===== src/rtl/uart_cmd_receiver_pkg.sv =====
// Shared command constants and FSM encoding for the UART command link.
// The sender side uses the same nibbles, so keep them in sync with it.
// Optional ACK reply path: CMD_ACK_EN.
package uart_cmd_receiver_pkg;

  localparam logic [3:0] CMD_ON     = 4'h6;
  localparam logic [3:0] CMD_OFF    = 4'hD;
  localparam logic [3:0] CMD_TOGGLE = 4'h9;
  localparam logic [3:0] CMD_ACK    = 4'h0;

  localparam int         MARKER_BIT = 7;
  // Marker set, Hamming codeword of nibble 0 is all zeros.
  localparam logic [7:0] ACK_BYTE   = 8'h80;

`ifdef CMD_ACK_EN
  typedef enum logic [2:0] {
    ST_IDLE, ST_DECODE, ST_EXEC, ST_ACK_REQ, ST_ACK_WAIT
  } state_e;
`else
  typedef enum logic [1:0] {
    ST_IDLE, ST_DECODE, ST_EXEC
  } state_e;
`endif

  function automatic logic is_valid_cmd(input logic [3:0] c);
    return (c == CMD_ON) || (c == CMD_OFF) || (c == CMD_TOGGLE) || (c == CMD_ACK);
  endfunction

endpackage


===== src/rtl/uart_cmd_receiver_hamming.sv =====
// Hamming(7,4) single-error-correcting decoder, inverse of hamming_7_4_encoder.
// Bit i of the codeword is Hamming position i+1: (p0,p1,d0,p2,d1,d2,d3).
module hamming_7_4_decoder (
  input  logic [6:0] codeword_i,
  output logic [3:0] data_o,
  output logic [2:0] syndrome_o,
  output logic       corrected_o
);

  logic [2:0] syn;
  logic [6:0] fixed;

  // Syndrome points at the flipped position (1-based); zero means clean.
  always_comb begin
    syn[0] = codeword_i[0] ^ codeword_i[2] ^ codeword_i[4] ^ codeword_i[6];
    syn[1] = codeword_i[1] ^ codeword_i[2] ^ codeword_i[5] ^ codeword_i[6];
    syn[2] = codeword_i[3] ^ codeword_i[4] ^ codeword_i[5] ^ codeword_i[6];
    fixed  = codeword_i;
    for (int i = 0; i < 7; i++)
      if (syn == 3'(i + 1)) fixed[i] = ~codeword_i[i];
  end

  assign syndrome_o  = syn;
  assign corrected_o = |syn;
  assign data_o      = {fixed[6], fixed[5], fixed[4], fixed[2]};

endmodule


===== src/rtl/uart_cmd_receiver.sv =====
// Command endpoint: frames, Hamming-decodes and executes ON/OFF/TOGGLE on out_en,
// with a silence watchdog and a saturating reject counter.
// Optional ACK reply to uart_tx: CMD_ACK_EN.
module uart_cmd_receiver
  import uart_cmd_receiver_pkg::*;
#(
  parameter int unsigned WDT_CYCLES = 48_000_000,
  parameter int unsigned ERR_CNT_W  = 8
) (
  input  logic                 clk,
  input  logic                 reset,
  input  logic [7:0]           rx_data,
  input  logic                 rx_done,
  input  logic                 rx_parity_err,
  output logic                 out_en,
  output logic                 cmd_valid,
  output logic [3:0]           cmd_code,
  output logic                 err_corrected,
  output logic                 err_reject,
  output logic [ERR_CNT_W-1:0] err_count,
  output logic                 wdt_trip,
  output logic [7:0]           ack_data,
  output logic                 ack_start,
  input  logic                 ack_busy
);

  localparam int WDT_W = (WDT_CYCLES > 1) ? $clog2(WDT_CYCLES) : 1;

  state_e               state_q, state_d;
  logic [7:0]           byte_q, byte_d;
  logic                 perr_q, perr_d;
  logic                 ack_pend_q, ack_pend_d;
  logic                 out_en_q, out_en_d;
  logic [3:0]           code_q, code_d;
  logic                 valid_q, valid_d;
  logic                 corr_q, corr_d;
  logic                 rej_q, rej_d;
  logic [ERR_CNT_W-1:0] err_q, err_d;
  logic                 trip_q, trip_d;
  logic [WDT_W-1:0]     wdt_q, wdt_d;
  logic                 ack_start_q, ack_start_d;
  logic [7:0]           ack_data_q, ack_data_d;

  logic [3:0]           dec_data;
  logic [2:0]           unused_syn;
  logic                 dec_corr;
  logic                 overrun, frame_ok, accept, dec_rej;
  logic [1:0]           n_err;
  logic [ERR_CNT_W:0]   err_sum;

  hamming_7_4_decoder u_dec (
    .codeword_i  (byte_q[6:0]),
    .data_o      (dec_data),
    .syndrome_o  (unused_syn),
    .corrected_o (dec_corr)
  );

  // Next-state, command execution, watchdog and counters.
  always_comb begin
    state_d     = state_q;
    byte_d      = byte_q;
    perr_d      = perr_q;
    ack_pend_d  = ack_pend_q;
    out_en_d    = out_en_q;
    code_d      = code_q;
    ack_start_d = 1'b0;
    ack_data_d  = ack_data_q;

    overrun  = rx_done && (state_q != ST_IDLE);
    frame_ok = byte_q[MARKER_BIT] && !perr_q;
    accept   = (state_q == ST_DECODE) && frame_ok && is_valid_cmd(dec_data);
    dec_rej  = (state_q == ST_DECODE) && !accept;

    case (state_q)
      ST_IDLE: if (rx_done) begin
        byte_d  = rx_data;
        perr_d  = rx_parity_err;
        state_d = ST_DECODE;
      end
      ST_DECODE: begin
        ack_pend_d = accept && (dec_data != CMD_ACK);
        state_d    = ST_EXEC;
      end
`ifdef CMD_ACK_EN
      ST_EXEC: begin
        state_d = ack_pend_q ? ST_ACK_REQ : ST_IDLE;
        if (ack_pend_q) begin
          ack_start_d = 1'b1;
          ack_data_d  = ACK_BYTE;
        end
      end
      ST_ACK_REQ: begin
        ack_start_d = !ack_busy;
        if (ack_busy) state_d = ST_ACK_WAIT;
      end
      ST_ACK_WAIT: if (!ack_busy) state_d = ST_IDLE;
`else
      ST_EXEC: state_d = ST_IDLE;
`endif
      default: state_d = ST_IDLE;
    endcase

    // Watchdog: a command in the same cycle as a trip takes precedence.
    trip_d = (WDT_CYCLES != 0) && out_en_q && !accept &&
             (wdt_q == WDT_W'(WDT_CYCLES - 1));
    if (!out_en_q || accept || trip_d) wdt_d = '0;
    else                               wdt_d = wdt_q + WDT_W'(1);
    if (trip_d) out_en_d = 1'b0;

    if (accept) begin
      code_d = dec_data;
      case (dec_data)
        CMD_ON:     out_en_d = 1'b1;
        CMD_OFF:    out_en_d = 1'b0;
        CMD_TOGGLE: out_en_d = ~out_en_q;
        default:    out_en_d = out_en_q;
      endcase
    end

    valid_d = accept;
    corr_d  = (state_q == ST_DECODE) && frame_ok && dec_corr;
    rej_d   = overrun || dec_rej;

    // An overrun can coincide with a decode reject; both are counted.
    n_err   = {1'b0, overrun} + {1'b0, dec_rej};
    err_sum = {1'b0, err_q} + (ERR_CNT_W + 1)'(n_err);
    err_d   = err_sum[ERR_CNT_W] ? '1 : err_sum[ERR_CNT_W-1:0];
  end

  // State and output registers.
  always_ff @(posedge clk or posedge reset) begin
    if (reset) begin
      state_q     <= ST_IDLE;
      byte_q      <= '0;
      perr_q      <= 1'b0;
      ack_pend_q  <= 1'b0;
      out_en_q    <= 1'b0;
      code_q      <= '0;
      valid_q     <= 1'b0;
      corr_q      <= 1'b0;
      rej_q       <= 1'b0;
      err_q       <= '0;
      trip_q      <= 1'b0;
      wdt_q       <= '0;
      ack_start_q <= 1'b0;
      ack_data_q  <= '0;
    end else begin
      state_q     <= state_d;
      byte_q      <= byte_d;
      perr_q      <= perr_d;
      ack_pend_q  <= ack_pend_d;
      out_en_q    <= out_en_d;
      code_q      <= code_d;
      valid_q     <= valid_d;
      corr_q      <= corr_d;
      rej_q       <= rej_d;
      err_q       <= err_d;
      trip_q      <= trip_d;
      wdt_q       <= wdt_d;
      ack_start_q <= ack_start_d;
      ack_data_q  <= ack_data_d;
    end
  end

  assign out_en        = out_en_q;
  assign cmd_valid     = valid_q;
  assign cmd_code      = code_q;
  assign err_corrected = corr_q;
  assign err_reject    = rej_q;
  assign err_count     = err_q;
  assign wdt_trip      = trip_q;

`ifdef CMD_ACK_EN
  assign ack_start = ack_start_q;
  assign ack_data  = ack_data_q;
`else
  logic unused_ack;
  assign unused_ack = ack_busy ^ ack_start_q ^ (^ack_data_q);
  assign ack_start  = 1'b0;
  assign ack_data   = 8'h00;
`endif

endmodule


===== config.mk =====
export PLATFORM = sky130hd
export DESIGN_NAME = uart_cmd_receiver
export DESIGN_NICKNAME = d
export VERILOG_FILES = /design/src/rtl/uart_cmd_receiver_pkg.sv /design/src/rtl/uart_cmd_receiver_hamming.sv /design/src/rtl/uart_cmd_receiver.sv
export SDC_FILE = /design/constraint.sdc
export NUM_CORES = 1
export LEC_CHECK = 0
export ABC_AREA = 1
export CAP_MARGIN = 20
export CORE_MARGIN = 3
export CORE_UTILIZATION = 60
export DETAILED_ROUTE_END_ITERATION = 12
export PLACE_DENSITY_LB_ADDON = 0.12
export REMOVE_ABC_BUFFERS = 1
export SLEW_MARGIN = 20
export SYNTH_ARGS = -nofsm -noshare
export SYNTH_HDL_FRONTEND = slang
export SYNTH_HIERARCHICAL = 1
export SYNTH_SLANG_ARGS = --single-unit

===== constraint.sdc =====
create_clock -name clk -period 6.2 [get_ports clk]
set_clock_uncertainty 0.15 [all_clocks]
set_input_delay 0.93 -clock clk [delete_from_list [all_inputs] [get_ports clk]]
set_output_delay 0.93 -clock clk [all_outputs]
set_load 0.05 [all_outputs]

==> metrics <==
first-pass GRT wire length 10.83 mm; Max stage delay on crit path 450 ps; Final setup viols 0; post-CTS setup buffer count 0; placed insts 526; # rows 26; post_cts resized 0; pwr dens 326.9 nW/um^2; relative slew slack 66.29%; top cell type by total area after synthesis dfrtp_1; final net count 479; leak pwr 1.781 nW; Post-synth top cells 146 x nand2_1, 54 x dfrtp_1, 45 x inv_1; Net Sw Power 0.5107 mW; share of cells above drive strength 1 14.87%; crit path capture type register; WP data arrival 3370 ps; port bufs 28; Synth Cell Area 3251 um^2; WS Path Type register to register; Flop pwr share 37.9%; final antenna-violating net count 0; largest family of logic cells by synthesized area simple AND/OR/NAND/NOR gates; 1st-pass router iterations 4; sequential area share after synthesis 41.57%; IO Count 39; CP max stage cell dfrtp_1; Place WS 2924 ps; Comb pwr share 41.4%; global-route usage over all layers 21.44%; Final Critical Period 3287 ps; post-synthesis simple-gate area fraction 40.69%; Crit path top cell by count nand2_1; final WL 6.209 mm; total internal power 0.7031 mW; Skew-Pair Late Insertion Delay 310 ps; Post-synth ARST share 100.0%; type of the worst min-delay path register to register; Final Hold Viols 0; dpl cell area 3592 um^2; Die W 79.61 um; Via density 5.036; CTS tree built; CP bufs+invs 4; post-synth top area share 41.57%; Syn. warnings 6; most common cell in the netlist nand2_1; setup TNS 0 ps; Compound-Gate Fraction of Synth Area 3.387%; Inserted Clock Buffers 5; Worst VDD drop 0.0003007 V; number of synthesized flops with an enable pin 0; clock network fraction of design power 20.7%; CORE AREA 5172 um^2; crit share post-route 53.02%; status completed; fin area 3714 um^2; Worst Slack Setup Final 2913 ps; Fillers 418; CP required 6290 ps; multi-input gate area in the final layout 1617 um^2; Yosys cell types 37; FF/Latch Area 1351 um^2; total gr overflow 0; wire length per cell 11.63 um; htree depth 2; synth top area cells dfrtp_1 42%, nand2_1 17%, inv_1 5.2%; via count 2689; detailed placement HPWL 4.741 mm; Clock Sink Count 54; # hold bufs at CTS 0; Starting DRT DRC Count 181; Residual DRC 0; Die Area 6337 um^2; Clock Root Buffer clkbuf_8; Finished Core Util 71.79%; Adder-Cell Fraction of Synth Area 1.386%; Reg clk slew, reported paths 100 ps; n_diodes 0; fin cells 534; f_max 304.2 MHz; crit start category register; Die H 79.61 um; number of synthesized register bits 54; Final Max Slew Viols 0; largest net degree at the start of global routing 24; max-capacitance violation count 0; ys flop type dfrtp_1; Critical Path, Cell by Cell inv_1, nand2_2, nand2_4, nand2_2, inv_2, nor2_4, nand3_1, nand2_1, nand2_1, nand2_1, inv_1, nand2_1, nand3_2, nand2_4, nand2_1, fa_1, inv_1, ha_1, nand3_1, or2_2, o21ai_0; RSZ-0062 raised after global routing false; Layout Area Growth over Synthesis 14.24%; CTS Buffer Depth 2; post-synthesis mux area share 0%; vias in the first global route 2483; antenna violations before repair 0; CP delay by family, top simple AND/OR/NAND/NOR gates; Initial Utilization 62.84%; RePlAce Congestion 0.9424; Slew @ Worst Pin 504.1 ps; Sw Ratio 42.07%; Cells after Synth 430; Post-Synth XOR/XNOR Area 3.233%; syn avg cell area 7.560 um^2; Max Fanout on Critical Path 10
## cells by family (layout without fill, tap and decap cells)
kind of cell | Yosys count | after routing
AO/OA/AOI/OAI | 17 | 17
other | 1 | 9
flip-flops | 54 | 54
adder cells (fa/ha/maj) | 3 | 3
AND/OR/NAND/NOR | 278 | 278
XOR/XNOR | 12 | 12
buffers and inverters | 65 | 91
## cells in the final DEF, fill, tap and decap left out, types with 2 or more instances in the layout
master and count:
clkdlybuf4s50_1 28, dfrtp_1 54, xnor2_1 6, conb_1 9, a21oi_1 2, o21ai_0 7, o21bai_1 3, nor2_1 42
nor2_4 4, xor2_1 6, inv_1 44, nand3_1 20, nand2_4 8, nand2_2 9, nor3_1 7, inv_2 8
ha_1 2, clkbuf_8 6, or2_2 2, nand3_2 2, nand4_1 10, buf_16 2, nand2_1 146, nor2_2 22
## power groups by stage
stage	logic, mW	clock network (mW)	registers [mW]
6_report	0.503	0.251	0.460
5_1_grt	0.546	0.271	0.468
4_1_cts	0.506	0.256	0.459
3_5_place_dp	0.504	0	0.465
3_3_place_gp	0.486	0	0.463
2_1_floorplan	0.250	0	0.583
## layout make-up
type	count	area share (%)
tap	70	2.358
multi-input combinational	319	43.53
clock buffer	6	2.224
sequential	54	36.39
inverter	53	5.425
clock inverter	2	1.044
timing repair buffer	30	9.030
## flip-flops by register name, indices dropped and copies added (netlist names)
signal	flops
wdt_trip	1
cmd_code	4
state_q	2
err_reject	1
cmd_valid	1
wdt_q	26
err_corrected	1
byte_q	8
out_en	1
err_count	8
perr_q	1
## worst min-delay path: stages, from the launching register on
cell and delay (ps):
dfrtp_1 360, nand2_1 60, nand2_1 50
## layer usage
layer / GRT usage (%) / share of wire [%]
met4: 4.639 / 0.69
met3: 3.837 / 4.2
met5: 0 / 0
met1: 30.42 / 50
met2: 34.39 / 45
## worst paths after layout
path	from	endpoint	slack, ps	cells past startpoint
setup / recovery	byte_q[6]	err_count[3]	2910	21
hold / removal	cmd_code[3]	cmd_code[3]	340	2
setup reg to reg	byte_q[6]	err_count[3]	2910	21
hold reg to reg	cmd_code[3]	cmd_code[3]	340	2
max in group asynchronous	reset	cmd_code[2]	4560	4
min in group asynchronous	reset	err_count[6]	730	2
## metrics by stage
step	hold WS (ps)	power, mW
detailed placement	317.5	0.9691
global route	359.0	1.285
finish	338.8	1.214
floorplan	318.8	0.8331
CTS	342.8	1.222
global placement	315.0	0.9490
(Power assumes the default switching activity.)
